$ cat src/rtl/sram_bank_arbiter_if.sv
`default_nettype none
// ============================================================================
// Module      : sram_bank_arbiter_if
// Description : Bus bundle between the host port, the corelet port, the SRAM
//               macros and the bank ownership arbiter.
//               Bank b occupies [b*DW +: DW] of data buses, [b*AW +: AW] of
//               address buses and bit b of every per-bank strobe bus.
// Ports       : host_req/core_busy/host_gnt/core_gnt - ownership handshake
//               host_*/core_*  - requester d/addr/cen/wen, q/q_valid returns
//               mem_*          - SRAM macro side (d/addr/cen/wen out, q in)
//               viol_*         - sticky illegal-access flags and counter
//               modport slave  : the arbiter
//               modport master : requesters and SRAM macros
// Revision    : 1.0 - initial release
// ============================================================================
interface sram_bank_arbiter_if #(
    parameter int BANKS = 3,
    parameter int DW    = 32,
    parameter int AW    = 7
);
    logic                  host_req;
    logic                  core_busy;
    logic                  host_gnt;
    logic                  core_gnt;

    logic [BANKS*DW-1:0]   host_d;
    logic [BANKS*AW-1:0]   host_addr;
    logic [BANKS-1:0]      host_cen;
    logic [BANKS-1:0]      host_wen;
    logic [BANKS*DW-1:0]   host_q;
    logic [BANKS-1:0]      host_q_valid;

    logic [BANKS*DW-1:0]   core_d;
    logic [BANKS*AW-1:0]   core_addr;
    logic [BANKS-1:0]      core_cen;
    logic [BANKS-1:0]      core_wen;
    logic [BANKS*DW-1:0]   core_q;
    logic [BANKS-1:0]      core_q_valid;

    logic [BANKS*DW-1:0]   mem_d;
    logic [BANKS*AW-1:0]   mem_addr;
    logic [BANKS-1:0]      mem_cen;
    logic [BANKS-1:0]      mem_wen;
    logic [BANKS*DW-1:0]   mem_q;

    logic                  viol_host;
    logic                  viol_core;
    logic [7:0]            viol_cnt;

    modport slave (
        input  host_req, core_busy,
        input  host_d, host_addr, host_cen, host_wen,
        input  core_d, core_addr, core_cen, core_wen,
        input  mem_q,
        output host_gnt, core_gnt,
        output host_q, host_q_valid, core_q, core_q_valid,
        output mem_d, mem_addr, mem_cen, mem_wen,
        output viol_host, viol_core, viol_cnt
    );

    modport master (
        output host_req, core_busy,
        output host_d, host_addr, host_cen, host_wen,
        output core_d, core_addr, core_cen, core_wen,
        output mem_q,
        input  host_gnt, core_gnt,
        input  host_q, host_q_valid, core_q, core_q_valid,
        input  mem_d, mem_addr, mem_cen, mem_wen,
        input  viol_host, viol_core, viol_cnt
    );
endinterface
`default_nettype wire

$ cat src/rtl/sram_bank_arbiter.sv
`default_nettype none
// ============================================================================
// Module      : sram_bank_arbiter
// Description : Ownership arbiter for a set of single-port SRAM banks shared
//               by the host (loader) port and the corelet port. Ownership is
//               handed over through a drain phase of RD_LAT cycles in which
//               the macros are idle, so in-flight reads return cleanly. Each
//               read return is tagged with the side that issued it. Accesses
//               from the side that does not own the banks are dropped and
//               recorded.
// Ports       : clk   - clock, all state on the rising edge
//               reset - asynchronous, active-low
//               bus   - sram_bank_arbiter_if.slave (handshake, host/core
//                       request ports, SRAM macro port, violation status)
// Revision    : 1.0 - initial release
// ============================================================================
module sram_bank_arbiter #(
    parameter int BANKS  = 3,
    parameter int DW     = 32,
    parameter int AW     = 7,
    parameter int RD_LAT = 1
) (
    input wire                 clk,
    input wire                 reset,
    sram_bank_arbiter_if.slave bus
);

    // Drain counter must hold RD_LAT; violation popcount must hold 2*BANKS.
    localparam int c_CW = (RD_LAT > 1) ? $clog2(RD_LAT + 1) : 1;
    localparam int c_PW = $clog2(2 * BANKS + 1);

    typedef enum logic [1:0] {
        HOST_OWN      = 2'd0,
        DRAIN_TO_CORE = 2'd1,
        CORE_OWN      = 2'd2,
        DRAIN_TO_HOST = 2'd3
    } state_t;

    state_t              r_state;
    state_t              w_state_next;
    logic [c_CW-1:0]     r_drain_cnt;
    logic [c_CW-1:0]     w_drain_cnt_next;

    logic                w_host_own;
    logic                w_core_own;

    // ------------------------------------------------------------------
    // Ownership FSM
    // ------------------------------------------------------------------
    assign w_host_own = (r_state == HOST_OWN);
    assign w_core_own = (r_state == CORE_OWN);

    always_ff @(posedge clk or negedge reset) begin
        if (!reset) begin
            r_state     <= HOST_OWN;
            r_drain_cnt <= '0;
        end else begin
            r_state     <= w_state_next;
            r_drain_cnt <= w_drain_cnt_next;
        end
    end

    // The counter is loaded on the owner->drain transition, so the first
    // drain cycle sees RD_LAT and the drain exits on the cycle it reads 1.
    // Drains always run to completion; requests are re-evaluated only once
    // an owner state is reached again.
    always_comb begin
        w_state_next     = r_state;
        w_drain_cnt_next = r_drain_cnt;
        case (r_state)
            HOST_OWN: begin
                if (!bus.host_req) begin
                    w_state_next     = DRAIN_TO_CORE;
                    w_drain_cnt_next = c_CW'(RD_LAT);
                end
            end
            DRAIN_TO_CORE: begin
                if (r_drain_cnt == c_CW'(1)) begin
                    w_state_next     = CORE_OWN;
                    w_drain_cnt_next = '0;
                end else begin
                    w_drain_cnt_next = r_drain_cnt - c_CW'(1);
                end
            end
            CORE_OWN: begin
                if (bus.host_req && !bus.core_busy) begin
                    w_state_next     = DRAIN_TO_HOST;
                    w_drain_cnt_next = c_CW'(RD_LAT);
                end
            end
            DRAIN_TO_HOST: begin
                if (r_drain_cnt == c_CW'(1)) begin
                    w_state_next     = HOST_OWN;
                    w_drain_cnt_next = '0;
                end else begin
                    w_drain_cnt_next = r_drain_cnt - c_CW'(1);
                end
            end
            default: begin
                w_state_next     = HOST_OWN;
                w_drain_cnt_next = '0;
            end
        endcase
    end

    // Grants decode the state register only, never the request inputs.
    assign bus.host_gnt = w_host_own;
    assign bus.core_gnt = w_core_own;

    // ------------------------------------------------------------------
    // SRAM port mux: only the owner reaches the macros; during a drain the
    // macros are held deselected with a quiet bus.
    // ------------------------------------------------------------------
    logic [BANKS*DW-1:0] w_mem_d;
    logic [BANKS*AW-1:0] w_mem_addr;
    logic [BANKS-1:0]    w_mem_cen;
    logic [BANKS-1:0]    w_mem_wen;

    always_comb begin
        w_mem_d    = '0;
        w_mem_addr = '0;
        w_mem_cen  = '1;
        w_mem_wen  = '1;
        if (w_host_own) begin
            w_mem_d    = bus.host_d;
            w_mem_addr = bus.host_addr;
            w_mem_cen  = bus.host_cen;
            w_mem_wen  = bus.host_wen;
        end else if (w_core_own) begin
            w_mem_d    = bus.core_d;
            w_mem_addr = bus.core_addr;
            w_mem_cen  = bus.core_cen;
            w_mem_wen  = bus.core_wen;
        end
    end

    assign bus.mem_d    = w_mem_d;
    assign bus.mem_addr = w_mem_addr;
    assign bus.mem_cen  = w_mem_cen;
    assign bus.mem_wen  = w_mem_wen;

    // Both sides see the raw macro data; the valid strobes say whose it is.
    assign bus.host_q = bus.mem_q;
    assign bus.core_q = bus.mem_q;

    // ------------------------------------------------------------------
    // Read-return tracking: per bank, an RD_LAT-deep pipeline of
    // {valid, tag}. Tag 1 means the corelet issued the read. The tag is
    // captured at issue time so a return that lands after an ownership
    // change still goes to the side that asked for it.
    // ------------------------------------------------------------------
    logic [BANKS-1:0]                 w_rd_issue;
    logic [RD_LAT-1:0][BANKS-1:0]     r_pipe_vld;
    logic [RD_LAT-1:0][BANKS-1:0]     r_pipe_tag;

    assign w_rd_issue = ({BANKS{w_host_own}} & ~bus.host_cen & bus.host_wen)
                      | ({BANKS{w_core_own}} & ~bus.core_cen & bus.core_wen);

    always_ff @(posedge clk or negedge reset) begin
        if (!reset) begin
            r_pipe_vld <= '0;
            r_pipe_tag <= '0;
        end else begin
            r_pipe_vld[0] <= w_rd_issue;
            r_pipe_tag[0] <= {BANKS{w_core_own}};
            for (int i = 1; i < RD_LAT; i++) begin
                r_pipe_vld[i] <= r_pipe_vld[i-1];
                r_pipe_tag[i] <= r_pipe_tag[i-1];
            end
        end
    end

    assign bus.host_q_valid = r_pipe_vld[RD_LAT-1] & ~r_pipe_tag[RD_LAT-1];
    assign bus.core_q_valid = r_pipe_vld[RD_LAT-1] &  r_pipe_tag[RD_LAT-1];

    // ------------------------------------------------------------------
    // Illegal-access detection. A side that does not own the banks (both
    // sides during a drain) must keep every cen high; any low cen is an
    // access that the mux above has already dropped.
    // ------------------------------------------------------------------
    logic [BANKS-1:0] w_ill_host;
    logic [BANKS-1:0] w_ill_core;
    logic [c_PW-1:0]  w_ill_cnt;
    logic [15:0]      w_cnt_sum;
    logic [7:0]       w_viol_cnt_next;
    logic             r_viol_host;
    logic             r_viol_core;
    logic [7:0]       r_viol_cnt;

    assign w_ill_host = ~bus.host_cen & {BANKS{~w_host_own}};
    assign w_ill_core = ~bus.core_cen & {BANKS{~w_core_own}};

    always_comb begin
        w_ill_cnt = '0;
        for (int b = 0; b < BANKS; b++) begin
            w_ill_cnt = w_ill_cnt + c_PW'(w_ill_host[b]) + c_PW'(w_ill_core[b]);
        end
    end

    // Saturating add at 255.
    assign w_cnt_sum       = 16'(r_viol_cnt) + 16'(w_ill_cnt);
    assign w_viol_cnt_next = (w_cnt_sum > 16'd255) ? 8'hFF : w_cnt_sum[7:0];

    always_ff @(posedge clk or negedge reset) begin
        if (!reset) begin
            r_viol_host <= 1'b0;
            r_viol_core <= 1'b0;
            r_viol_cnt  <= '0;
        end else begin
            r_viol_host <= r_viol_host | (|w_ill_host);
            r_viol_core <= r_viol_core | (|w_ill_core);
            r_viol_cnt  <= w_viol_cnt_next;
        end
    end

    assign bus.viol_host = r_viol_host;
    assign bus.viol_core = r_viol_core;
    assign bus.viol_cnt  = r_viol_cnt;

endmodule
`default_nettype wire
$ cat src/flat_wrapper.sv
// flat-port wrapper written by rule: the top's interface ports become plain ports
module sram_bank_arbiter_flat 
#(
    parameter int BANKS  = 3,
    parameter int DW     = 32,
    parameter int AW     = 7,
    parameter int RD_LAT = 1
)
  (clk, reset, bus_host_req, bus_core_busy, bus_host_d, bus_host_addr, bus_host_cen, bus_host_wen, bus_core_d, bus_core_addr, bus_core_cen, bus_core_wen, bus_mem_q, bus_host_gnt, bus_core_gnt, bus_host_q, bus_host_q_valid, bus_core_q, bus_core_q_valid, bus_mem_d, bus_mem_addr, bus_mem_cen, bus_mem_wen, bus_viol_host, bus_viol_core, bus_viol_cnt);
  sram_bank_arbiter_if #(.BANKS(BANKS), .DW(DW), .AW(AW)) bus_i ();
  input wire clk;
  input wire reset;
  input wire logic [$bits(bus_i.host_req)-1:0] bus_host_req;
  input wire logic [$bits(bus_i.core_busy)-1:0] bus_core_busy;
  input wire logic [$bits(bus_i.host_d)-1:0] bus_host_d;
  input wire logic [$bits(bus_i.host_addr)-1:0] bus_host_addr;
  input wire logic [$bits(bus_i.host_cen)-1:0] bus_host_cen;
  input wire logic [$bits(bus_i.host_wen)-1:0] bus_host_wen;
  input wire logic [$bits(bus_i.core_d)-1:0] bus_core_d;
  input wire logic [$bits(bus_i.core_addr)-1:0] bus_core_addr;
  input wire logic [$bits(bus_i.core_cen)-1:0] bus_core_cen;
  input wire logic [$bits(bus_i.core_wen)-1:0] bus_core_wen;
  input wire logic [$bits(bus_i.mem_q)-1:0] bus_mem_q;
  output wire logic [$bits(bus_i.host_gnt)-1:0] bus_host_gnt;
  output wire logic [$bits(bus_i.core_gnt)-1:0] bus_core_gnt;
  output wire logic [$bits(bus_i.host_q)-1:0] bus_host_q;
  output wire logic [$bits(bus_i.host_q_valid)-1:0] bus_host_q_valid;
  output wire logic [$bits(bus_i.core_q)-1:0] bus_core_q;
  output wire logic [$bits(bus_i.core_q_valid)-1:0] bus_core_q_valid;
  output wire logic [$bits(bus_i.mem_d)-1:0] bus_mem_d;
  output wire logic [$bits(bus_i.mem_addr)-1:0] bus_mem_addr;
  output wire logic [$bits(bus_i.mem_cen)-1:0] bus_mem_cen;
  output wire logic [$bits(bus_i.mem_wen)-1:0] bus_mem_wen;
  output wire logic [$bits(bus_i.viol_host)-1:0] bus_viol_host;
  output wire logic [$bits(bus_i.viol_core)-1:0] bus_viol_core;
  output wire logic [$bits(bus_i.viol_cnt)-1:0] bus_viol_cnt;
  assign bus_i.host_req = bus_host_req;
  assign bus_i.core_busy = bus_core_busy;
  assign bus_i.host_d = bus_host_d;
  assign bus_i.host_addr = bus_host_addr;
  assign bus_i.host_cen = bus_host_cen;
  assign bus_i.host_wen = bus_host_wen;
  assign bus_i.core_d = bus_core_d;
  assign bus_i.core_addr = bus_core_addr;
  assign bus_i.core_cen = bus_core_cen;
  assign bus_i.core_wen = bus_core_wen;
  assign bus_i.mem_q = bus_mem_q;
  assign bus_host_gnt = bus_i.host_gnt;
  assign bus_core_gnt = bus_i.core_gnt;
  assign bus_host_q = bus_i.host_q;
  assign bus_host_q_valid = bus_i.host_q_valid;
  assign bus_core_q = bus_i.core_q;
  assign bus_core_q_valid = bus_i.core_q_valid;
  assign bus_mem_d = bus_i.mem_d;
  assign bus_mem_addr = bus_i.mem_addr;
  assign bus_mem_cen = bus_i.mem_cen;
  assign bus_mem_wen = bus_i.mem_wen;
  assign bus_viol_host = bus_i.viol_host;
  assign bus_viol_core = bus_i.viol_core;
  assign bus_viol_cnt = bus_i.viol_cnt;
  sram_bank_arbiter #(.BANKS(BANKS), .DW(DW), .AW(AW), .RD_LAT(RD_LAT)) u_core (.clk(clk), .reset(reset), .bus(bus_i));
endmodule
$ cat config.mk
export PLATFORM = sky130hd
export DESIGN_NAME = sram_bank_arbiter_flat
export DESIGN_NICKNAME = d
export VERILOG_FILES = /design/src/rtl/sram_bank_arbiter_if.sv /design/src/rtl/sram_bank_arbiter.sv /design/src/flat_wrapper.sv
export SDC_FILE = /design/constraint.sdc
export NUM_CORES = 1
export LEC_CHECK = 0
export BUFFER_PORTS_ARGS = -buffer_cell sky130_fd_sc_hd__buf_2
export CAP_MARGIN = 15
export CORE_AREA = 3 3 263 265
export DETAILED_ROUTE_END_ITERATION = 10
export DIE_AREA = 0 0 266 268
export RECOVER_POWER = 50
export SKIP_CTS_REPAIR_TIMING = 1
export SLEW_MARGIN = 5
export SYNTH_ARGS = -nofsm -noshare
export SYNTH_HDL_FRONTEND = slang
export SYNTH_SLANG_ARGS = --single-unit
$ cat constraint.sdc
create_clock -name clk -period 4.9 [get_ports clk]
set_input_delay 0.98 -clock clk [delete_from_list [all_inputs] [get_ports clk]]
set_output_delay 0.98 -clock clk [all_outputs]
set_load 0.02 [all_outputs]
==> flow_results.org, run 1 <==
** Clocking
- Buffer type at the clock tree root :: clkbuf_16
- Number of clock sinks :: 17
- TritonCTS built the clock tree.
- Clock-pin slew on the worst setup and hold paths :: 50 ps
- The clock passes through at most 2 buffers.
- Clock insertion delay at the later pin of the skew report :: 250 ps
- Clock tree synthesis inserted a total of 3 buffers.
- H-tree levels :: 1

** Detailed routing
- Total via count after detailed routing :: 4152
- DR DRC count :: 0
- Number of DRC markers in iteration 0 :: 166
- Once detail routing completed, the nets flagged for antenna violations numbered 0.
- For this run, the detailed router's first-pass iteration total came to 6.
- Final WL :: 31800 microns
- Drt via density :: 2.74
- Detailed-route wire length per cell :: 21.0 microns

** Power
- Total power for the finished layout comes to 0.00373 W.
- Leakage :: 2.67 nW
- Across the VDD grid, the largest voltage drop is 0.000455 V.
- Power Density :: 695 nW/um^2

** Synth
- Synth Area in Simple Gates :: 7.02%
- Sorting the synthesized cells by area gives the leading types as buf_4 (38%), a22o_1 (27%), dfrtp_1 (11%), buf_2 (2.8%), ha_1 (2.6%).
- Register bit total from synthesis :: 17
- Yosys printed 0 warnings.
- Counting distinct cell types in the post-synthesis netlist gives 39.
- After synthesis, the share of cell area in mux cells is 1.98%.
- Summing the areas of all xor and xnor instances in the mapped netlist gives 0.231% of the synthesized area.
- By area, the combinational part of the netlist is dominated by buffers and inverters.
- The share of synthesized area in the top cell type comes to 38.3%.
- Sequential element share of the synthesized area :: 11.2%
- Counting every net in the synthesized netlist gives 814.
- Each instance of the synthesized netlist takes up on average 8.33 sq um.
- Synth area leader :: buf_4
- buf_4 is the most common cell in the netlist.
- Leading register cell type out of synthesis :: dfrtp_1
- In the synthesized netlist, the cells that appear most often are buf_4 (194), a22o_1 (116), buf_2 (21), dfrtp_1 (17), inv_1 (15).
- Post-synth EDFFs :: 0
- Post-Synth Adder-Cell Area :: 4.74%
- Post-synth ARST share :: 100%
- Gate Count Post-Synth :: 456
- Cell area after technology mapping :: 3800 sq um
- Complex-gate fraction of the synthesized area :: 30.6%

** Global route
- The initial antenna violation count is 15.
- Entering global routing, the biggest net connects 88 pins.
- Global-route wire length before repair :: 37800 microns
- Number of global-route vias before repair :: 4017
- Summed over all layers, the global routing overflow is 0.
- Global routing used 8.14% of the available tracks.

** Worst setup path
- STA classifies the critical path startpoint as a primary input.
- Critical Path End Type :: register
- Type of the worst setup path :: in2reg
- For the worst flop-to-flop path, the logic depth is 14.
- For this run, the slowest stage of the critical path takes 540 ps.
- Cell-by-cell listing of the critical path :: buf_2, nor2_1, ha_1, fa_1, inv_1, fa_1, fa_1, inv_1, fa_1, a21o_1, nand4_1, mux2_2
- At the worst endpoint, the required time is 5030 ps.
- The setup check on the worst reg-to-reg path leaves a slack of 840 ps.
- For the worst setup path, the data arrival time is 4190 ps.
- Critical-path maximum fanout :: 4
- The endpoint identified for the worst register-to-register timing path is u_core.bus.viol_cnt[6].
- The startpoint identified for the worst register-to-register timing path is u_core.r_state[0].
- Cell repeated most along the worst path :: fa_1
- Destination of the critical timing path :: u_core.bus.viol_cnt[6]
- The largest individual stage delay along the critical path comes from the cell fa_1.
- Tracing the worst setup path back leads to its startpoint at bus_host_cen[0].

** Placed design
- Final weighted congestion in routability-driven placement :: 0.799
- Worst setup slack after placement :: 579 ps
- Detailed placement ended at an HPWL of 28600 microns.
- Area after detailed placement :: 5300 sq um
- Buffers added on ports :: 390

** Die
- The die covers 71300 sq um.
- Count of pins on the block boundary :: 679
- The die is 266 microns wide.
- Initial Utilization :: 5.67%
- Measured along the y axis, the die boundary spans 268 microns.
- The floorplan has 95 rows.
- Core outline area :: 67000 sq um

** STA
- Minimum hold slack :: 471 ps
- Total negative slack for setup checks :: 0 ps
- Worst path setup slack after routing :: 845 ps
- Slew margin rel. :: 32.4%
- The number of pins with negative max-slew slack in the final report is 0.
- The final hold violation count is 0.
- The worst path in the final design needs a cycle of 4060 ps, including I/O delays and setup.
- Based on the critical path, the design can be clocked at up to 247 MHz.
- Period Utilization, post-route :: 82.8%
- Final-report setup violation count :: 0
- On the final layout, the worst clock skew is 2.70 ps.
- Setup repair after global routing missed its margin :: false
- For the pin with the worst max-slew slack, the measured transition is 1010 ps.

** Cells and area
- After filler insertion, the fill cell instance count of the layout stands at 7912.
- Post-route cell area :: 5370 sq um
- Final Net Count :: 995
- The area growth from synthesis to layout is 41.3%.
- Share of cells above drive strength 1 :: 62.6%

** Status
- The flow ran to the end, and the final reports show no timing, DRC or antenna violations.

** Min path
- The path class of the tightest hold or removal check is reg2reg.

** Job
- Max-capacitance violation count :: 0
-- through the flow --
step                      std cells  util, %
after floorplan                 456        -
after global placement         1505     7.90
after detailed placement       1505     7.90
after CTS                      1509     8.02
after global routing           1515     8.00
final                          1517     8.01
-- kinds of logic (layout without fill, tap and decap cells) --
kind of cell | Yosys count | in the layout
xor gates and xnor gates | 1 | 1
muxes | 7 | 7
and+or+nand+nor | 46 | 46
DFF | 17 | 17
buffers and inverters | 236 | 416
adders and majority gates | 12 | 12
other | 0 | 8
AOI/OAI and AO/OA | 137 | 137
-- layer usage --
metal,track usage [%],vias to the layer above,routed length (microns)
li1,-,1806,-
met1,7.03,1793,9910
met2,13.4,477,14100
met3,7.33,70,6380
met4,3.16,6,1350
met5,0,-,38
-- area by class of cell --
class / instances / area, sq um / share of cell area (%)
Antenna cell: 8 / 20.0 / 0.373
Clock buffer: 4 / 78.8 / 1.47
Inverter: 16 / 62.6 / 1.17
Multi-Input combinational cell: 203 / 1690 / 31.5
Sequential cell: 17 / 425 / 7.92
Tap cell: 873 / 1090 / 20.3
Timing Repair Buffer: 396 / 2000 / 37.2
-- sequential cells by signal (all words and copies together) (netlist names) --
signal,flops
u_core.bus.viol_cnt,8
u_core.r_pipe_vld,3
u_core.r_state,2
u_core.bus.viol_core,1
u_core.bus.viol_host,1
u_core.r_drain_cnt,1
u_core.r_pipe_tag,1
-- placed cells by master (no fill, tap or decap), types with 2 or more instances in the layout --
master	netlist	final
nor2_1	11	11
a32o_1	2	2
and2_1	3	3
buf_4	194	5
fa_1	4	4
or3_1	2	2
buf_2	21	380
inv_1	15	15
mux2_2	3	3
nor2b_1	4	4
a21oi_1	6	6
mux2i_1	3	3
diode_2	0	8
nand2_1	4	4
nand2b_1	5	5
a21o_1	2	2
dfrtp_1	17	17
ha_1	8	8
nor3_1	3	3
a22o_1	116	116
nor3b_1	2	2
nand3_1	4	4
clkbuf_16	0	3
or2_2	2	2
o21ai_0	5	5
clkbuf_1	0	11
-- where the power goes --
part / internal [W] / total (W) / switching (W)
Sequential: 0.000205 / 0.000293 / 0.0000883
Clock: 0.000111 / 0.000167 / 0.0000563
Combinational: 0.00110 / 0.00327 / 0.00217
Total: 0.00141 / 0.00373 / 0.00232
-- worst max-delay path: cells and delay by family --
kind	cells	cell delay (ps)
mux	1	330
buf+inv	3	230
compound gates	1	240
simple gates	2	230
fa+ha+maj	5	2190
-- worst min-delay path by stage --
stage | end | startpoint | slack [ps] | cells past startpoint
finish | u_core.bus.viol_core | u_core.bus.viol_core | 470 | 1
global placement | u_core.bus.viol_core | u_core.bus.viol_core | 470 | 1
floorplan | u_core.r_drain_cnt | u_core.r_drain_cnt | 520 | 1
global route | u_core.bus.viol_core | u_core.bus.viol_core | 530 | 1
detailed placement | u_core.bus.viol_core | u_core.bus.viol_core | 450 | 1
CTS | u_core.bus.viol_core | u_core.bus.viol_core | 480 | 1
(Power assumes the default switching activity.)
==> inputs of run 2 (changes only) <==
- clock period: 4.9 -> 3.26 ns (I/O delays scaled with it)
==> run 2 against run 1 <==
Effect of this change:
- the run now ends with setup timing left
- non-clock buffer count grew 16
- first-iteration DRC count grew 20%
- combinational power grew 72%
- critical endpoint unchanged
==> flow_results.org, run 2 (synthesis results as in run 1) <==
** STA
- For the final routed database, the setup TNS stands at -1500 ps.
- Setup repair after global routing missed its margin :: true
- Final number of max-transition violations :: 0
- The final hold violation count came to 0.
- Fmax :: 283 MHz
- In the post-route analysis, the smallest setup slack over all paths is -271 ps.
- Setup Skew :: 2.00 ps
- Post-layout minimum cycle time :: 3530 ps
- For the pin with the worst max-slew slack, the measured transition is 1050 ps.
- Slew margin rel. :: 30.1%
- Final-report setup violation count :: 8
- Dividing the final minimum period by the clock period gives 108%.

** Global route
- Summed over all layers, the global routing overflow is 0.
- The first global-routing pass estimated 37800 microns of wire.
- Pin count of the biggest net entering global routing :: 83
- Number of global-route vias before repair :: 3965
- In the global route stage, overall resource usage came out at 8.16%.
- The initial antenna violation count came to 14.

** Die
- From bottom edge to top edge, the die measures 268 microns.
- The die is 266 microns wide.
- Standard-cell row count :: 95
- Initial Utilization :: 5.67%
- In this run the standard cell core region covers 67000 sq um.
- The floorplan step defined a die boundary enclosing 71300 sq um.
- Count of pins on the block boundary :: 679

** Cells and area
- The area growth from synthesis to layout is 53.2%.
- Of the cells placed in the final design, the portion with a size suffix greater than 1 is 67.9%.
- Post-route cell area :: 5820 sq um
- Final Net Count :: 1011
- The finished layout holds 1532 standard cells, fillers aside.
- Highest-count cells in the layout ignoring fill and taps :: buf_2 (376), a22o_1 (116), buf_4 (19), dfrtp_1 (17), buf_12 (15)
- Summing all flip-flop and latch instances after layout gives 425 sq um.
- The filler cells instantiated in the layout total 7857.
- Most common cell after layout, fill and taps aside :: buf_2
- Footprint of the multi-input gates :: 1800 sq um
- The register with the most flip-flops in the layout has 8 of them.
- At the end of the flow the core is filled with cells to 8.68%.

** Detailed routing
- The detailed router finished its first iteration with 200 violations.
- Total via count after detailed routing :: 4267
- For this run, design rule violations remaining after detail routing come to 0.
- Final WL :: 32400 microns
- Antenna violation net count after detailed routing :: 0
- Number of detailed-route iterations in the first pass :: 4
- Drt via density :: 2.79
- Dividing the detail-routed wire length by the instance count gives 21.1 microns.

** Clocking
- CTS Buffer Depth :: 2
- Inserted Clock Buffers :: 3
- CTS built an H-tree with a depth of 1.
- TritonCTS built the clock tree.
- Number of clock sinks :: 17
- Clock-pin slew on the worst setup and hold paths :: 50 ps
- Clock insertion delay at the later pin of the skew report :: 250 ps
- The root buffer cell chosen for the clock tree is clkbuf_16.

** Worst setup path
- Required arrival time at the worst endpoint :: 3390 ps
- In this run the worst path has a maximum fanout of 3.
- In this run the worst setup path terminates at u_core.bus.viol_cnt[6].
- In this design, the stage delay of the slowest critical-path cell is 520 ps.
- Data arrives at the worst endpoint at 3660 ps.
- The most critical setup path has its startpoint at u_core.r_state[1].
- The endpoint identified for the worst register-to-register timing path is u_core.bus.viol_cnt[6].
- For flop-to-flop paths, the worst setup slack is -270 ps.
- The worst register-to-register path begins at u_core.r_state[1].
- Cell-by-cell listing of the critical path :: inv_2, ha_4, nor2_4, ha_4, fa_1, inv_2, fa_2, fa_1, inv_2, fa_2, a21o_1, nand4_1, mux2_4
- For this design, the slowest cell found on the critical path is fa_1.
- Counting cells, the worst reg-to-reg path comes to 13.
- Among the stages of the critical path, the cell type that occurs most often is inv_2.
- The critical path is of the reg2reg type.
- The worst setup path is launched from a register.
- Critical Path End Type :: register

** Power
- For this design the static power due to leakage is 2.84 nW.
- Clk network pwr share :: 3.9%
- Proportion of power drawn by flip-flops and latches :: 7.3%
- The internal portion of the total power is 0.00268 W.
- Combinational logic is responsible for 88.8% of the overall power.
- For this design the total switching power over the nets is 0.00365 W.
- VDD sags by at most 0.000570 V.
- Fraction of power spent switching nets :: 57.6%
- Power spread over the standard cell area amounts to 1090 nW/um^2.

** Placed design
- Buffers added on ports :: 390
- Final weighted congestion in routability-driven placement :: 0.764
- Post-DP HPWL :: 29400 microns
- DP Cell Count :: 1520
- Timing analysis after detailed placement gives a worst setup slack of -454 ps.
- In this run the cell area measured after placement is 5660 sq um.

** Status
- Violated checks :: setup timing
- The run finished, with violations left.

** Job
- Max-cap violations in this run came to 0.

** Min path
- Min-Delay Path Class :: reg2reg
==> run 2: cell types whose count changed in the layout (fill, tap and decap cells not counted), sizes merged <==
cell,previous run,this run
clkbuf,14,4
buf,386,411
clkinv,0,1
diode,8,7
==> run 2: worst max-delay path, delay by kind of cell, from the launching register on <==
family,cells,cell delay [ps]
flops,1,410
mux,1,300
simple gates,2,230
fa+ha+maj,6,2090
compound gates,1,190
buf+inv,3,180
==> run 2: final cells by class <==
type | count | area share [%]
antenna | 7 | 0.301
clock buffer | 3 | 1.29
clock inverter | 1 | 0.0860
inverter | 16 | 1.08
multi-input combinational | 203 | 30.9
sequential | 17 | 7.31
tap | 873 | 18.8
timing repair buffer | 412 | 40.2
==> run 2: how the worst min path moves through the flow <==
stage                              start  slack, ps  depth (start not counted)                endpoint
detailed placement  u_core.bus.viol_core        480                          1    u_core.bus.viol_core
floorplan                          reset        360                          0  u_core.bus.viol_cnt[0]
global route        u_core.bus.viol_core        520                          1    u_core.bus.viol_core
global placement    u_core.bus.viol_core        500                          1    u_core.bus.viol_core
finish              u_core.bus.viol_core        500                          1    u_core.bus.viol_core
CTS                                reset        350                          1  u_core.bus.viol_cnt[7]
==> run 2: routing by layer <==
metal / track usage, % / share of wire [%]
met5: 0 / 0.071
met4: 3.97 / 4.8
met3: 8.08 / 23
met2: 12.7 / 44
met1: 6.90 / 29
==> run 2: per-stage QoR <==
step	power, W	hold slack (ps)
after floorplan	0.00391	356
after global placement	0.00599	504
after detailed placement	0.00600	477
after CTS	0.00628	355
after global routing	0.00683	519
final	0.00633	502
==> run 2: power groups by stage <==
| stage | sequential (W) | combinational (W) | clock [W] |
|---|---|---|---|
| finish | 0.000459 | 0.00562 | 0.000247 |
| global route | 0.000478 | 0.00609 | 0.000263 |
| CTS | 0.000457 | 0.00557 | 0.000255 |
| detailed placement | 0.000461 | 0.00554 | 0 |
| global placement | 0.000460 | 0.00553 | 0 |
| floorplan | 0.000442 | 0.00346 | 0 |
